## src/rtl/mem_bus_ctrl_pkg.sv

```systemverilog
// Shared load/store bus constants: widths, exception codes, width encodings,
// the target request payload and the address-window helper.
package mem_bus_ctrl_pkg;

    localparam int unsigned ADDR_W        = 32;
    localparam int unsigned DATA_W        = 32;
    localparam int unsigned WIDTH_W       = 2;
    localparam int unsigned EXCEPTION_LEN = 4;

    localparam logic [WIDTH_W-1:0] MEM_WIDTH_NONE = 2'd0;
    localparam logic [WIDTH_W-1:0] MEM_WIDTH_BYTE = 2'd1;
    localparam logic [WIDTH_W-1:0] MEM_WIDTH_HALF = 2'd2;
    localparam logic [WIDTH_W-1:0] MEM_WIDTH_WORD = 2'd3;

    localparam logic [EXCEPTION_LEN-1:0] EXCEP_OK                   = 4'd0;
    localparam logic [EXCEPTION_LEN-1:0] EXCEP_INVALID_MEM_READ     = 4'd1;
    localparam logic [EXCEPTION_LEN-1:0] EXCEP_INVALID_MEM_WRITE    = 4'd2;
    localparam logic [EXCEPTION_LEN-1:0] EXCEP_MISALIGNED_MEM_READ  = 4'd3;
    localparam logic [EXCEPTION_LEN-1:0] EXCEP_MISALIGNED_MEM_WRITE = 4'd4;
    localparam logic [EXCEPTION_LEN-1:0] EXCEP_MEM_TIMEOUT          = 4'd5;

    localparam logic [ADDR_W-1:0] RAM_BASE_DEFAULT = 32'h8000_0000;
    localparam logic [ADDR_W-1:0] RAM_SIZE_DEFAULT = 32'h0001_0000;
    localparam logic [ADDR_W-1:0] IO_BASE_DEFAULT  = 32'h1000_0000;
    localparam logic [ADDR_W-1:0] IO_SIZE_DEFAULT  = 32'h0000_0004;
    localparam int unsigned       TIMEOUT_DEFAULT  = 16;

    typedef enum logic {
        TGT_RAM = 1'b0,
        TGT_IO  = 1'b1
    } mem_tgt_e;

    typedef struct packed {
        logic [ADDR_W-1:0]  addr;
        logic [DATA_W-1:0]  data;
        logic [WIDTH_W-1:0] width;
        logic               is_read;
    } tgt_req_t;

    // Unsigned window test; written as a difference so a window ending at 2^32 works.
    function automatic logic in_window(input logic [ADDR_W-1:0] addr,
                                       input logic [ADDR_W-1:0] base,
                                       input logic [ADDR_W-1:0] size);
        return (addr >= base) && ((addr - base) < size);
    endfunction

endpackage

```

## src/rtl/mem_bus_ctrl_load_ext.sv

```systemverilog
// Combinational width selection and sign/zero extension of right-aligned load data.
module mem_load_ext
    import mem_bus_ctrl_pkg::*;
(
    input  logic [DATA_W-1:0]  data,
    input  logic [WIDTH_W-1:0] width,
    input  logic               is_signed,
    output logic [DATA_W-1:0]  data_c
);

    always_comb begin
        data_c = '0;
        case (width)
            MEM_WIDTH_BYTE: data_c = {{24{is_signed & data[7]}}, data[7:0]};
            MEM_WIDTH_HALF: data_c = {{16{is_signed & data[15]}}, data[15:0]};
            MEM_WIDTH_WORD: data_c = data;
            default:        data_c = '0;
        endcase
    end

endmodule

```

## src/rtl/mem_bus_ctrl.sv

```systemverilog
// Load/store front-end: decodes a MEM-stage request to RAM or IO, strobes the
// target once, waits for completion or timeout, and returns one response pulse.
module mem_bus_ctrl
    import mem_bus_ctrl_pkg::*;
#(
    parameter logic [ADDR_W-1:0] RAM_BASE       = RAM_BASE_DEFAULT,
    parameter logic [ADDR_W-1:0] RAM_SIZE       = RAM_SIZE_DEFAULT,
    parameter logic [ADDR_W-1:0] IO_BASE        = IO_BASE_DEFAULT,
    parameter logic [ADDR_W-1:0] IO_SIZE        = IO_SIZE_DEFAULT,
    parameter int unsigned       TIMEOUT_CYCLES = TIMEOUT_DEFAULT
) (
    input  logic                     clk,
    input  logic                     rst,
    input  logic [ADDR_W-1:0]        addr_In,
    input  logic [DATA_W-1:0]        data_In,
    input  logic [WIDTH_W-1:0]       dataWidth_In,
    input  logic                     isRead_In,
    input  logic                     isSigned_In,
    input  logic                     inputValid_In,
    output logic                     ready_Out,
    output logic [DATA_W-1:0]        data_Out,
    output logic                     operationOK_Out,
    output logic [EXCEPTION_LEN-1:0] exception_Out,
    output logic [ADDR_W-1:0]        ramAddr_Out,
    output logic [DATA_W-1:0]        ramData_Out,
    output logic [WIDTH_W-1:0]       ramDataWidth_Out,
    output logic                     ramIsRead_Out,
    output logic                     ramInputValid_Out,
    input  logic [DATA_W-1:0]        ramData_In,
    input  logic                     ramOperationOK_In,
    input  logic [EXCEPTION_LEN-1:0] ramException_In,
    output logic [ADDR_W-1:0]        ioAddr_Out,
    output logic [DATA_W-1:0]        ioData_Out,
    output logic [WIDTH_W-1:0]       ioDataWidth_Out,
    output logic                     ioIsRead_Out,
    output logic                     ioInputValid_Out,
    input  logic [DATA_W-1:0]        ioData_In,
    input  logic                     ioOperationOK_In,
    input  logic [EXCEPTION_LEN-1:0] ioException_In
);

    localparam int unsigned CNT_W = (TIMEOUT_CYCLES > 1) ? $clog2(TIMEOUT_CYCLES) : 1;

    typedef enum logic [1:0] {
        S_IDLE  = 2'd0,
        S_ISSUE = 2'd1,
        S_WAIT  = 2'd2,
        S_RESP  = 2'd3
    } state_e;

    state_e                   state, state_nxt;
    mem_tgt_e                 req_tgt, req_tgt_nxt;
    logic [WIDTH_W-1:0]       req_width, req_width_nxt;
    logic                     req_is_read, req_is_read_nxt;
    logic                     req_is_signed, req_is_signed_nxt;
    logic [CNT_W-1:0]         cnt, cnt_nxt;
    tgt_req_t                 ram_req, ram_req_nxt;
    tgt_req_t                 io_req, io_req_nxt;
    logic                     ram_valid_nxt, io_valid_nxt;
    logic                     ready_nxt, op_ok_nxt;
    logic [DATA_W-1:0]        data_nxt;
    logic [EXCEPTION_LEN-1:0] exc_nxt;

    logic                     hit_ram_c, hit_io_c, misaligned_c;
    logic [EXCEPTION_LEN-1:0] sel_exc_c;
    logic                     sel_ok_c;
    logic [DATA_W-1:0]        sel_rdata_c, ext_data_c;

    // Request decode, evaluated against the live inputs in the accept cycle
    assign hit_ram_c    = in_window(addr_In, RAM_BASE, RAM_SIZE);
    assign hit_io_c     = !hit_ram_c && in_window(addr_In, IO_BASE, IO_SIZE);
    assign misaligned_c = ((dataWidth_In == MEM_WIDTH_HALF) && addr_In[0]) ||
                          ((dataWidth_In == MEM_WIDTH_WORD) && (addr_In[1:0] != 2'b00));

    assign sel_exc_c   = (req_tgt == TGT_RAM) ? ramException_In   : ioException_In;
    assign sel_ok_c    = (req_tgt == TGT_RAM) ? ramOperationOK_In : ioOperationOK_In;
    assign sel_rdata_c = (req_tgt == TGT_RAM) ? ramData_In        : ioData_In;

    mem_load_ext u_load_ext (
        .data      (sel_rdata_c),
        .width     (req_width),
        .is_signed (req_is_signed),
        .data_c    (ext_data_c)
    );

    assign ramAddr_Out      = ram_req.addr;
    assign ramData_Out      = ram_req.data;
    assign ramDataWidth_Out = ram_req.width;
    assign ramIsRead_Out    = ram_req.is_read;
    assign ioAddr_Out       = io_req.addr;
    assign ioData_Out       = io_req.data;
    assign ioDataWidth_Out  = io_req.width;
    assign ioIsRead_Out     = io_req.is_read;

    // Next-state and next-output computation
    always_comb begin
        state_nxt         = state;
        req_tgt_nxt       = req_tgt;
        req_width_nxt     = req_width;
        req_is_read_nxt   = req_is_read;
        req_is_signed_nxt = req_is_signed;
        cnt_nxt           = cnt;
        ram_req_nxt       = ram_req;
        io_req_nxt        = io_req;
        ram_valid_nxt     = 1'b0;
        io_valid_nxt      = 1'b0;
        op_ok_nxt         = 1'b0;
        data_nxt          = '0;
        exc_nxt           = EXCEP_OK;
        ready_nxt         = 1'b0;

        case (state)
            S_IDLE: begin
                if (inputValid_In && ready_Out) begin
                    req_width_nxt     = dataWidth_In;
                    req_is_read_nxt   = isRead_In;
                    req_is_signed_nxt = isSigned_In;
                    if ((dataWidth_In == MEM_WIDTH_NONE) || !(hit_ram_c || hit_io_c)) begin
                        state_nxt = S_RESP;
                        op_ok_nxt = 1'b1;
                        exc_nxt   = isRead_In ? EXCEP_INVALID_MEM_READ : EXCEP_INVALID_MEM_WRITE;
                    end else if (misaligned_c) begin
                        state_nxt = S_RESP;
                        op_ok_nxt = 1'b1;
                        exc_nxt   = isRead_In ? EXCEP_MISALIGNED_MEM_READ
                                              : EXCEP_MISALIGNED_MEM_WRITE;
                    end else if (hit_ram_c) begin
                        state_nxt     = S_ISSUE;
                        req_tgt_nxt   = TGT_RAM;
                        ram_valid_nxt = 1'b1;
                        ram_req_nxt   = '{addr: addr_In - RAM_BASE, data: data_In,
                                          width: dataWidth_In, is_read: isRead_In};
                    end else begin
                        state_nxt    = S_ISSUE;
                        req_tgt_nxt  = TGT_IO;
                        io_valid_nxt = 1'b1;
                        io_req_nxt   = '{addr: addr_In - IO_BASE, data: data_In,
                                         width: dataWidth_In, is_read: isRead_In};
                    end
                end
            end
            S_ISSUE: begin
                if (sel_exc_c != EXCEP_OK) begin
                    state_nxt = S_RESP;
                    op_ok_nxt = 1'b1;
                    exc_nxt   = sel_exc_c;
                end else begin
                    state_nxt = S_WAIT;
                    cnt_nxt   = '0;
                end
            end
            S_WAIT: begin
                cnt_nxt = cnt + CNT_W'(1);
                // Completion takes priority over a coincident timeout
                if (sel_ok_c) begin
                    state_nxt = S_RESP;
                    op_ok_nxt = 1'b1;
                    data_nxt  = req_is_read ? ext_data_c : '0;
                end else if (cnt == CNT_W'(TIMEOUT_CYCLES - 1)) begin
                    state_nxt = S_RESP;
                    op_ok_nxt = 1'b1;
                    exc_nxt   = EXCEP_MEM_TIMEOUT;
                end
            end
            S_RESP: begin
                state_nxt = S_IDLE;
            end
            default: begin
                state_nxt = S_IDLE;
            end
        endcase

        // Target-side request fields are only presented while a transaction is open
        if (state_nxt == S_IDLE) begin
            ram_req_nxt = '0;
            io_req_nxt  = '0;
            ready_nxt   = 1'b1;
        end
    end

    // State and registered outputs
    always_ff @(posedge clk or posedge rst) begin
        if (rst) begin
            state             <= S_IDLE;
            req_tgt           <= TGT_RAM;
            req_width         <= MEM_WIDTH_NONE;
            req_is_read       <= 1'b0;
            req_is_signed     <= 1'b0;
            cnt               <= '0;
            ram_req           <= '0;
            io_req            <= '0;
            ramInputValid_Out <= 1'b0;
            ioInputValid_Out  <= 1'b0;
            ready_Out         <= 1'b1;
            operationOK_Out   <= 1'b0;
            data_Out          <= '0;
            exception_Out     <= EXCEP_OK;
        end else begin
            state             <= state_nxt;
            req_tgt           <= req_tgt_nxt;
            req_width         <= req_width_nxt;
            req_is_read       <= req_is_read_nxt;
            req_is_signed     <= req_is_signed_nxt;
            cnt               <= cnt_nxt;
            ram_req           <= ram_req_nxt;
            io_req            <= io_req_nxt;
            ramInputValid_Out <= ram_valid_nxt;
            ioInputValid_Out  <= io_valid_nxt;
            ready_Out         <= ready_nxt;
            operationOK_Out   <= op_ok_nxt;
            data_Out          <= data_nxt;
            exception_Out     <= exc_nxt;
        end
    end

endmodule

```

## config.mk

```make
export PLATFORM = sky130hd
export DESIGN_NAME = mem_bus_ctrl
export DESIGN_NICKNAME = d
export VERILOG_FILES = /design/src/rtl/mem_bus_ctrl_pkg.sv /design/src/rtl/mem_bus_ctrl_load_ext.sv /design/src/rtl/mem_bus_ctrl.sv
export SDC_FILE = /design/constraint.sdc
export NUM_CORES = 1
export LEC_CHECK = 0
export CORE_MARGIN = 10
export CORE_UTILIZATION = 47
export DETAILED_ROUTE_END_ITERATION = 8
export PLACE_DENSITY = 0.94
export SETUP_SLACK_MARGIN = 0.02
export SYNTH_ARGS = -nofsm -noshare
export SYNTH_HDL_FRONTEND = slang
export SYNTH_HIERARCHICAL = 1
export SYNTH_SLANG_ARGS = --single-unit
export TNS_END_PERCENT = 30
```

## constraint.sdc

```tcl
create_clock -name clk -period 20 [get_ports clk]
set_input_delay 4 -clock clk [delete_from_list [all_inputs] [get_ports clk]]
set_output_delay 4 -clock clk [all_outputs]
set_load 0.005 [all_outputs]
```

==> run_results.csv, run 1 <==
group,metric,value,unit
worst_hold_path,hold_path_class,"reg -> reg",
power_and_ir_drop,p_int,0.7045,mW
yosys,synth_xor_area_share,0.1090,%
finish,n_fill_cell,1158,
power_and_ir_drop,ir_worst_vdd,0.07324,mV
routing,vias_per_cell,5.337,
global_route,grt_first_pass_wirelength,41600,microns
finish,syn_to_final_growth,47.78,%
worst_setup_path,end_kind,"flip-flop",
routing,firstDrtPassIters,4,
yosys,ys_async_sr_fraction,100.0,%
power_and_ir_drop,switching_share,31.67,%
floorplan,coreArea,16700,sq um
yosys,synth_top_family_by_area,"simple AND/OR/NAND/NOR gates",
worst_setup_path,critPathArrivalTime,7.46,ns
finish,regArea,4631,sq um
sta,relSlewSlack,18.19,%
power_and_ir_drop,leakage,5.230,nW
routing,drc_errors,0,
floorplan,fp.dieH,150.8,microns
finish,drive_above_1_share,9.225,%
floorplan,die_w,150.8,microns
clock_tree,cts.path.max_buffers,2,
clock_tree,postCtsHoldBufs,0,
yosys,syn_nets,938,
yosys,synth-main-ff-cell,"dfrtp_1",
clock_tree,cts.sinks,185,
yosys,yosysSeqAreaShare,57.62,%
worst_setup_path,setup.worst_path.class,"in -> reg",
sta,rsz0062_at_grt,"false",
power_and_ir_drop,p_sw,0.3265,mW
clock_tree,cts_resized,0,
sta,period_minus_slack,7.143,ns
clock_tree,cts-root-buf,"clkbuf_16",
yosys,syn_inst,785,
power_and_ir_drop,seq_power_share,39.6,%
floorplan,die_area,22730,sq um
worst_setup_path,cp-start-kind,"input port",
floorplan,num_io_pins,319,
yosys,ys_ff_latch,185,
yosys,synth_area,8036,sq um
finish,mostFrequentLayoutCell,"clkdlybuf4s50_1",
global_route,grt_use_total,23.46,%
finish,antenna_cells,0,
clock_tree,clk_latency,0.43,ns
clock_tree,cts_made_buffers,17,
yosys,synth_edf_count,0,
routing,initialDrtViolationCount,484,
sta,skew,0.009875,ns
power_and_ir_drop,p_comb_share,24.4,%
clock_tree,htree_levels,4,
yosys,synth_area_per_cell,10.24,sq um
yosys,yosysWarnings,6,
worst_setup_path,crit_path_max_fanout,62,
placement,dp_hpwl,19930,microns
power_and_ir_drop,pwr-share-clk,36.1,%
sta,final_hold_viol_count,0,
finish,nets,1224,
yosys,muxShareOfSynthArea,5.854,%
global_route,grt_max_degree,115,
routing,drtAntennaViolNets,0,
global_route,antenna_found_initial,0,
worst_setup_path,required,20.32,ns
clock_tree,tritoncts,"yes",
routing,wl_per_cell,20.99,microns
yosys,synth_cell_types,54,
routing,finalWirelength,27370,microns
sta,drv_slew,0,
finish,multi_input_area,3074,sq um
clock_tree,post-cts-setup-buffer-count,0,
yosys,synth_compound_area_share,11.77,%
run_status,status,"completed",
placement,place_congestion,0.8222,
global_route,grt_pass1_vias,7414,
sta,fmax,140.0,MHz
power_and_ir_drop,power.total,1.031,mW
yosys,yosys.area_share.simple,19.15,%
floorplan,fp-row-count,47,
sta,finalSetupTns,0,ns
clock_tree,clk_pin_slew,0.07,ns
sta,setup_viol,0,
yosys,synthAdderAreaFrac,1.246,%
sta,fin_crit_sh,35.71,%
sta,tightest_slew,1.227,ns
finish,mostFrequentLayoutCells,"318 x clkdlybuf4s50_1, 210 x nand2_1, 184 x dfrtp_1",
routing,vias,6959,
job,cap_violations,0,
placement,port_buffers,318,
floorplan,initial_core_util,48.12,%
global_route,grt.overflow.total,0,
power_and_ir_drop,cellPowerDensity,86.81,nW/um^2
-- logic make-up (layout without fill, tap and decap cells) --
group | count (synthesis) | after routing
buf+inv | 63 | 362
mux | 42 | 42
flops | 185 | 185
simple gates | 329 | 329
fa+ha+maj | 8 | 8
compound gates | 157 | 157
xor+xnor | 1 | 1
-- cells in the mapped netlist (4+ instances only) --
master / number / area, sq um
nor4_1: 6 / 37.54
a211o_2: 4 / 40.04
clkbuf_1: 22 / 82.58
inv_1: 5 / 18.77
ha_1: 8 / 100.1
buf_2: 21 / 105.1
nor3_1: 4 / 20.02
buf_4: 5 / 37.54
and2_1: 32 / 200.2
nand2_1: 210 / 788.3
a211o_1: 15 / 131.4
buf_6: 5 / 56.30
a21oi_1: 106 / 530.5
mux2_2: 40 / 450.4
nor2_1: 10 / 37.54
o21ai_0: 4 / 20.02
dfrtp_1: 184 / 4604
nor2b_1: 11 / 68.82
and3_1: 32 / 200.2
a21o_2: 8 / 70.07
-- registers in the layout (all words and copies together), names as in the netlist --
| register | flops |
|---|---|
| ramIsRead_Out | 1 |
| ramInputValid_Out | 1 |
| ioDataWidth_Out | 2 |
| ramAddr_Out | 32 |
| req_is_read | 1 |
| exception_Out | 4 |
| req_is_signed | 1 |
| ramData_Out | 32 |
| ioAddr_Out | 32 |
| data_Out | 32 |
| operationOK_Out | 1 |
| ioData_Out | 32 |
| ioIsRead_Out | 1 |
| ramDataWidth_Out | 2 |
| req_width | 2 |
| ioInputValid_Out | 1 |
| cnt | 4 |
| ready_Out | 1 |
| req_tgt | 1 |
| state | 2 |
-- power by group through the flow --
| stage | clock network (mW) | registers, mW | logic (mW) |
|---|---|---|---|
| floorplan | 0 | 0.411 | 0.171 |
| global placement | 0 | 0.414 | 0.242 |
| detailed placement | 0 | 0.415 | 0.249 |
| CTS | 0.376 | 0.408 | 0.252 |
| global route | 0.393 | 0.410 | 0.275 |
| finish | 0.372 | 0.408 | 0.251 |
-- per-stage QoR --
step / hold slack (ns) / instance area [sq um] / instances / utilization (%) / setup WS, ns
after CTS: 0.5155 / 11880 / 1304 / 71.11 / 12.86
final: 0.5143 / 11880 / 1304 / 71.11 / 12.86
after global routing: 0.5353 / 11880 / 1304 / 71.11 / 12.62
after detailed placement: 0.4904 / 11230 / 1272 / 67.26 / 12.56
after floorplan: 0.4393 / 8036 / 785 / - / 10.97
after global placement: 0.4694 / 11230 / 1272 / 67.26 / 12.58
-- worst max-delay path, cell delays in order --
cell and delay, ns:
clkdlybuf4s50_1 0.49, or4_1 0.11, o21ai_1 0.10, o21ai_1 0.19, o22a_1 0.82, clkinv_2 0.81, buf_4 0.56, a211oi_1 0.32
-- cell type report --
cell class,count,area share [%]
flip-flops and latches,185,38.99
repair buffers,323,27.12
well taps,220,2.318
multi-input cells,537,25.88
clock inverters,13,1.686
clock buffers,19,3.729
inverters,7,0.2739
-- path summary, 6_finish.rpt --
check	end	start	slack, ns	cells past startpoint
min	ioAddr_Out[15]	ioAddr_Out[15]	0.51	1
min reg2reg	ioAddr_Out[15]	ioAddr_Out[15]	0.51	1
max reg2reg	ioAddr_Out[28]	state[0]	16.09	8
max in group asynchronous	ramData_Out[19]	rst	14.30	3
min in group asynchronous	ioAddr_Out[21]	rst	4.15	2
max	ioAddr_Out[28]	ramException_In[1]	12.86	8
-- metal layers --
layer	part of all wire [%]	GRT usage, %	vias to the layer above
li1	-	-	3221
met1	38	26.73	3418
met2	49	39.14	293
met3	11	10.32	27
met4	1.4	6.785	0
met5	0	0	-
(Power assumes the default switching activity.)
==> run 2, diff against run 1 <==
CORE_UTILIZATION = 40   (was 47)
PLACE_DENSITY = 0.86   (was 0.94)
clock period = 6.35 ns   (was 20 ns; I/O delays follow)
==> run_results.csv, run 2 (synthesis results as in run 1) <==
group,metric,value,unit
run_status,status,"completed",
placement,dp.cells,1317,
sta,whs,0.5078,ns
worst_setup_path,worst-path-buf-inv,3,
clock_tree,cts_made_buffers,17,
placement,port_buffers,318,
clock_tree,cts.path.max_buffers,2,
finish,nets,1224,
routing,vias,6880,
power_and_ir_drop,p_comb_share,25.8,%
worst_setup_path,crit_family,"buffers and inverters",
global_route,antenna_found_initial,0,
worst_setup_path,cpMaxStageDelayCell,"clkinv_2",
global_route,grt_pass1_vias,7269,
floorplan,num_io_pins,319,
clock_tree,htree_levels,4,
floorplan,die_area,26160,sq um
global_route,grt_first_pass_wirelength,42120,microns
worst_setup_path,worstPathCellList,"clkdlybuf4s50_1, or4_1, o21ai_1, o21ai_1, o22a_1, clkinv_2, buf_12, a21oi_1",
sta,setup_slack,2.299,ns
worst_setup_path,setup.worst_path.class,"in -> reg",
sta,drv_slew,0,
power_and_ir_drop,seq_power_share,41.0,%
sta,fmax,246.8,MHz
routing,drtAntennaViolNets,0,
finish,utilization,60.66,%
global_route,grt_use_total,20.37,%
floorplan,die_w,161.7,microns
clock_tree,cts-root-buf,"clkbuf_16",
sta,tightest_slew,0.9398,ns
power_and_ir_drop,pwr-share-clk,33.2,%
job,cap_violations,0,
placement,dp_worst_setup_slack,1.800,ns
sta,rsz0062_at_grt,"false",
clock_tree,tritoncts,"yes",
worst_setup_path,cp-start-kind,"input port",
clock_tree,cts_resized,0,
sta,finalSetupTns,0,ns
placement,post_dp_cell_area,11310,sq um
sta,period_minus_slack,4.051,ns
power_and_ir_drop,switching_share,33.74,%
clock_tree,post-cts-setup-buffer-count,0,
sta,fin_crit_sh,63.80,%
clock_tree,clk_pin_slew,0.07,ns
sta,skew,0.01164,ns
worst_setup_path,startpoint,"ramException_In[1]",
power_and_ir_drop,cellPowerDensity,264.1,nW/um^2
finish,stdcell_area,11880,sq um
power_and_ir_drop,leakage,5.202,nW
finish,regArea,4632,sq um
floorplan,fp.dieH,161.7,microns
finish,fin_cells,1349,
routing,vias_per_cell,5.100,
sta,final_hold_viol_count,0,
worst_setup_path,reg2reg_slack,2.50,ns
floorplan,fp-row-count,51,
placement,place_congestion,0.8368,
power_and_ir_drop,p_int,2.080,mW
floorplan,coreArea,19590,sq um
worst_setup_path,required,6.69,ns
finish,multi_input_area,3074,sq um
worst_setup_path,r2r-start,"req_tgt",
routing,drc_errors,0,
finish,n_fill_cell,1593,
routing,firstDrtPassIters,5,
power_and_ir_drop,p_sw,1.059,mW
worst_setup_path,r2r_end,"ramData_Out[1]",
worst_setup_path,cp_common_cell,"o21ai_1",
routing,finalWirelength,27140,microns
routing,initialDrtViolationCount,385,
worst_setup_path,crit_path_max_fanout,60,
placement,dp_hpwl,20130,microns
worst_setup_path,rr_worst_depth,7,
global_route,grt_max_degree,138,
worst_setup_path,cp.depth,8,
global_route,grt.overflow.total,0,
sta,relSlewSlack,37.34,%
clock_tree,postCtsHoldBufs,0,
worst_setup_path,end_kind,"flip-flop",
clock_tree,clk_latency,0.43,ns
finish,mostFrequentLayoutCell,"clkdlybuf4s50_1",
power_and_ir_drop,ir_worst_vdd,0.2286,mV
sta,setup_viol,0,
worst_setup_path,critPathArrivalTime,4.39,ns
clock_tree,cts.sinks,185,
finish,antenna_cells,0,
worst_setup_path,critPathMaxStageDelay,0.81,ns
power_and_ir_drop,power.total,3.139,mW
floorplan,initial_core_util,41.02,%
routing,wl_per_cell,20.11,microns
finish,drive_above_1_share,9.410,%
worst_hold_path,hold_path_class,"reg -> reg",
finish,syn_to_final_growth,47.87,%
finish,mostFrequentLayoutCells,"318 x clkdlybuf4s50_1, 210 x nand2_1, 183 x dfrtp_1",
worst_setup_path,crit_path_end,"ramData_Out[1]",
run 2: area by class of cell:
class | instances | area share (%)
Timing Repair Buffer | 323 | 27.21
Clock buffer | 17 | 3.580
Inverter | 7 | 0.2948
Multi-Input combinational cell | 537 | 25.87
Clock inverter | 15 | 1.284
Tap cell | 265 | 2.790
Sequential cell | 185 | 38.98
run 2: tightest hold or removal path: cells and delay by family, from the launching register on:
| family | cells | cell delay [ns] |
|---|---|---|
| and+or+nand+nor | 2 | 0.12 |
| DFF | 1 | 0.36 |
run 2: power groups by stage:
| stage | clock network, mW | logic, mW | registers, mW |
|---|---|---|---|
| after floorplan | 0 | 0.539 | 1.29 |
| after global placement | 0 | 0.794 | 1.30 |
| after detailed placement | 0 | 0.819 | 1.31 |
| after CTS | 1.06 | 0.820 | 1.29 |
| after global routing | 1.12 | 0.893 | 1.29 |
| final | 1.04 | 0.810 | 1.29 |
run 2: per-layer routing:
metal	routed length, microns	vias to the layer above	GRT usage (%)
li1	-	3223	-
met1	10560	3336	22.74
met2	13360	299	34.66
met3	2900	22	9.505
met4	316	0	4.797
met5	0	-	0
run 2: worst min path at each step:
| stage | start | end | slack, ns | cells after the start |
|---|---|---|---|---|
| floorplan | req_is_read | req_is_read | 0.44 | 2 |
| global placement | req_is_read | req_is_read | 0.48 | 2 |
| detailed placement | req_is_read | req_is_read | 0.49 | 2 |
| CTS | req_is_read | req_is_read | 0.51 | 2 |
| global route | ioAddr_Out[3] | ioAddr_Out[3] | 0.52 | 1 |
| finish | req_is_read | req_is_read | 0.51 | 2 |
==> run 3, diff against run 2 <==
CORE_UTILIZATION = 44   (was 40)
PLACE_DENSITY = 0.89   (was 0.86)
clock period = 4.1 ns   (was 6.35 ns; I/O delays follow)
==> run_results.csv, run 3 (synthesis results as in run 1) <==
group,metric,value,unit
run_status,status,"completed",
sta,period_minus_slack,3.197,ns
sta,rsz0062_at_grt,"false",
sta,fin_crit_sh,77.98,%
routing,finalWirelength,26500,microns
routing,drtAntennaViolNets,0,
finish,n_fill_cell,1401,
global_route,grt_pass1_vias,7223,
sta,skew,0.01339,ns
worst_setup_path,r2r-start,"state[0]",
finish,stdcell_area,11940,sq um
global_route,antenna_found_initial,0,
worst_hold_path,hold_path_class,"reg -> reg",
worst_hold_path,holdPathStages,2,
sta,tightest_slew,0.8951,ns
finish,antenna_cells,0,
routing,vias,6840,
placement,port_buffers,318,
placement,dp_hpwl,19900,microns
routing,initialDrtViolationCount,390,
finish,syn_to_final_growth,48.59,%
power_and_ir_drop,leakage,5.242,nW
sta,finalSetupTns,0,ns
placement,post_dp_cell_area,11360,sq um
worst_setup_path,required,4.41,ns
clock_tree,clk_pin_slew,0.07,ns
routing,wl_met3,2786,microns
worst_setup_path,rr_worst_depth,6,
clock_tree,cts_resized,0,
routing,top_layer,"met4",
clock_tree,post-cts-setup-buffer-count,0,
finish,mostFrequentLayoutCells,"318 x clkdlybuf4s50_1, 210 x nand2_1, 184 x dfrtp_1",
clock_tree,clk_latency,0.43,ns
job,cap_violations,0,
placement,place_congestion,0.8001,
sta,relSlewSlack,40.28,%
sta,drv_slew,0,
routing,wl_met1,10240,microns
worst_hold_path,min_to,"req_is_read",
worst_setup_path,reg2reg_slack,1.22,ns
routing,firstDrtPassIters,4,
worst_setup_path,crit_path_max_fanout,65,
clock_tree,cts.path.max_buffers,2,
floorplan,fp-row-count,49,
global_route,grt_first_pass_wirelength,41170,microns
power_and_ir_drop,ir_worst_vdd,0.4320,mV
worst_hold_path,hold_start,"req_is_read",
floorplan,coreArea,17960,sq um
clock_tree,tritoncts,"yes",
floorplan,fp.dieH,155.1,microns
global_route,grt_use_total,21.45,%
sta,setup_viol,0,
routing,wl_per_cell,20.08,microns
sta,final_hold_viol_count,0,
global_route,grt.overflow.total,0,
placement,dp.cells,1288,
clock_tree,cts_made_buffers,17,
worst_setup_path,setup.worst_path.class,"in -> reg",
finish,mostFrequentLayoutCell,"clkdlybuf4s50_1",
clock_tree,cts.sinks,185,
floorplan,die_area,24070,sq um
power_and_ir_drop,cellPowerDensity,408.3,nW/um^2
floorplan,num_io_pins,319,
worst_setup_path,critPathArrivalTime,3.51,ns
clock_tree,htree_levels,4,
worst_setup_path,r2r_end,"ioAddr_Out[16]",
worst_setup_path,end_kind,"flip-flop",
floorplan,die_w,155.1,microns
sta,fmax,312.8,MHz
clock_tree,cts-root-buf,"clkbuf_16",
finish,nets,1231,
finish,fin_cells,1320,
routing,drc_errors,0,
routing,vias_per_cell,5.182,
global_route,grt_max_degree,95,
worst_setup_path,cp-start-kind,"input port",
clock_tree,postCtsHoldBufs,0,
floorplan,initial_core_util,44.74,%
finish,drive_above_1_share,9.899,%
routing,met2_wirelength,13090,microns
## run 3: cell count changes in the layout (fill, tap and decap cells not counted), sizes merged
cell,before,now
buf,5,12
clkinv,6,3
inv,14,12
clkinvlp,2,6
bufinv,0,1
## run 3: metrics by stage
stage	setup slack, ns	hold slack (ns)	util [%]	power [mW]
finish	0.9028	0.4835	66.48	4.876
floorplan	0.9023	0.4393	-	2.841
global route	0.7941	0.5143	66.48	5.118
global placement	0.5807	0.4569	63.23	3.258
detailed placement	0.5009	0.4589	63.23	3.280
CTS	0.9472	0.4775	66.48	4.916
## run 3: layout make-up
| type | instances | area (sq um) | area share (%) |
|---|---|---|---|
| repair buffers | 330 | 3336 | 27.93 |
| inverters | 7 | 31.28 | 0.2619 |
| clock buffers | 17 | 425.4 | 3.562 |
| flip-flops and latches | 185 | 4631 | 38.78 |
| well taps | 229 | 286.5 | 2.399 |
| clock inverters | 15 | 157.7 | 1.320 |
| multi-input cells | 537 | 3074 | 25.74 |
## run 3: per-layer routing
layer | track usage, % | up-vias
li1 | - | 3230
met1 | 24.12 | 3308
met5 | 0 | -
met3 | 9.098 | 24
met4 | 5.983 | 0
met2 | 36.42 | 278
## run 3: where the power goes
group	leakage, nW	switching (mW)	total [mW]	internal (mW)
Sequential	2.56	0.0742	1.99	1.92
Combinational	2.41	0.761	1.25	0.492
Clock	0.271	0.770	1.63	0.862
Total	5.24	1.61	4.88	3.27
## run 3: how the worst max path moves through the flow
stage | endpoint | cells past startpoint | slack (ns) | start
floorplan | cnt[0] | 1 | 0.90 | rst
global placement | ioAddr_Out[3] | 6 | 0.58 | addr_In[28]
detailed placement | ioAddr_Out[16] | 6 | 0.50 | addr_In[28]
CTS | ioAddr_Out[16] | 6 | 0.95 | addr_In[28]
global route | ioAddr_Out[16] | 6 | 0.79 | addr_In[28]
finish | ioAddr_Out[16] | 6 | 0.90 | addr_In[28]
## run 3: critical path: stages
cell             delay [ns]
clkdlybuf4s50_1        0.57
ha_1                   0.19
or4b_1                 0.46
nand4bb_1              0.32
or4_4                  0.78
and3_1                 0.33
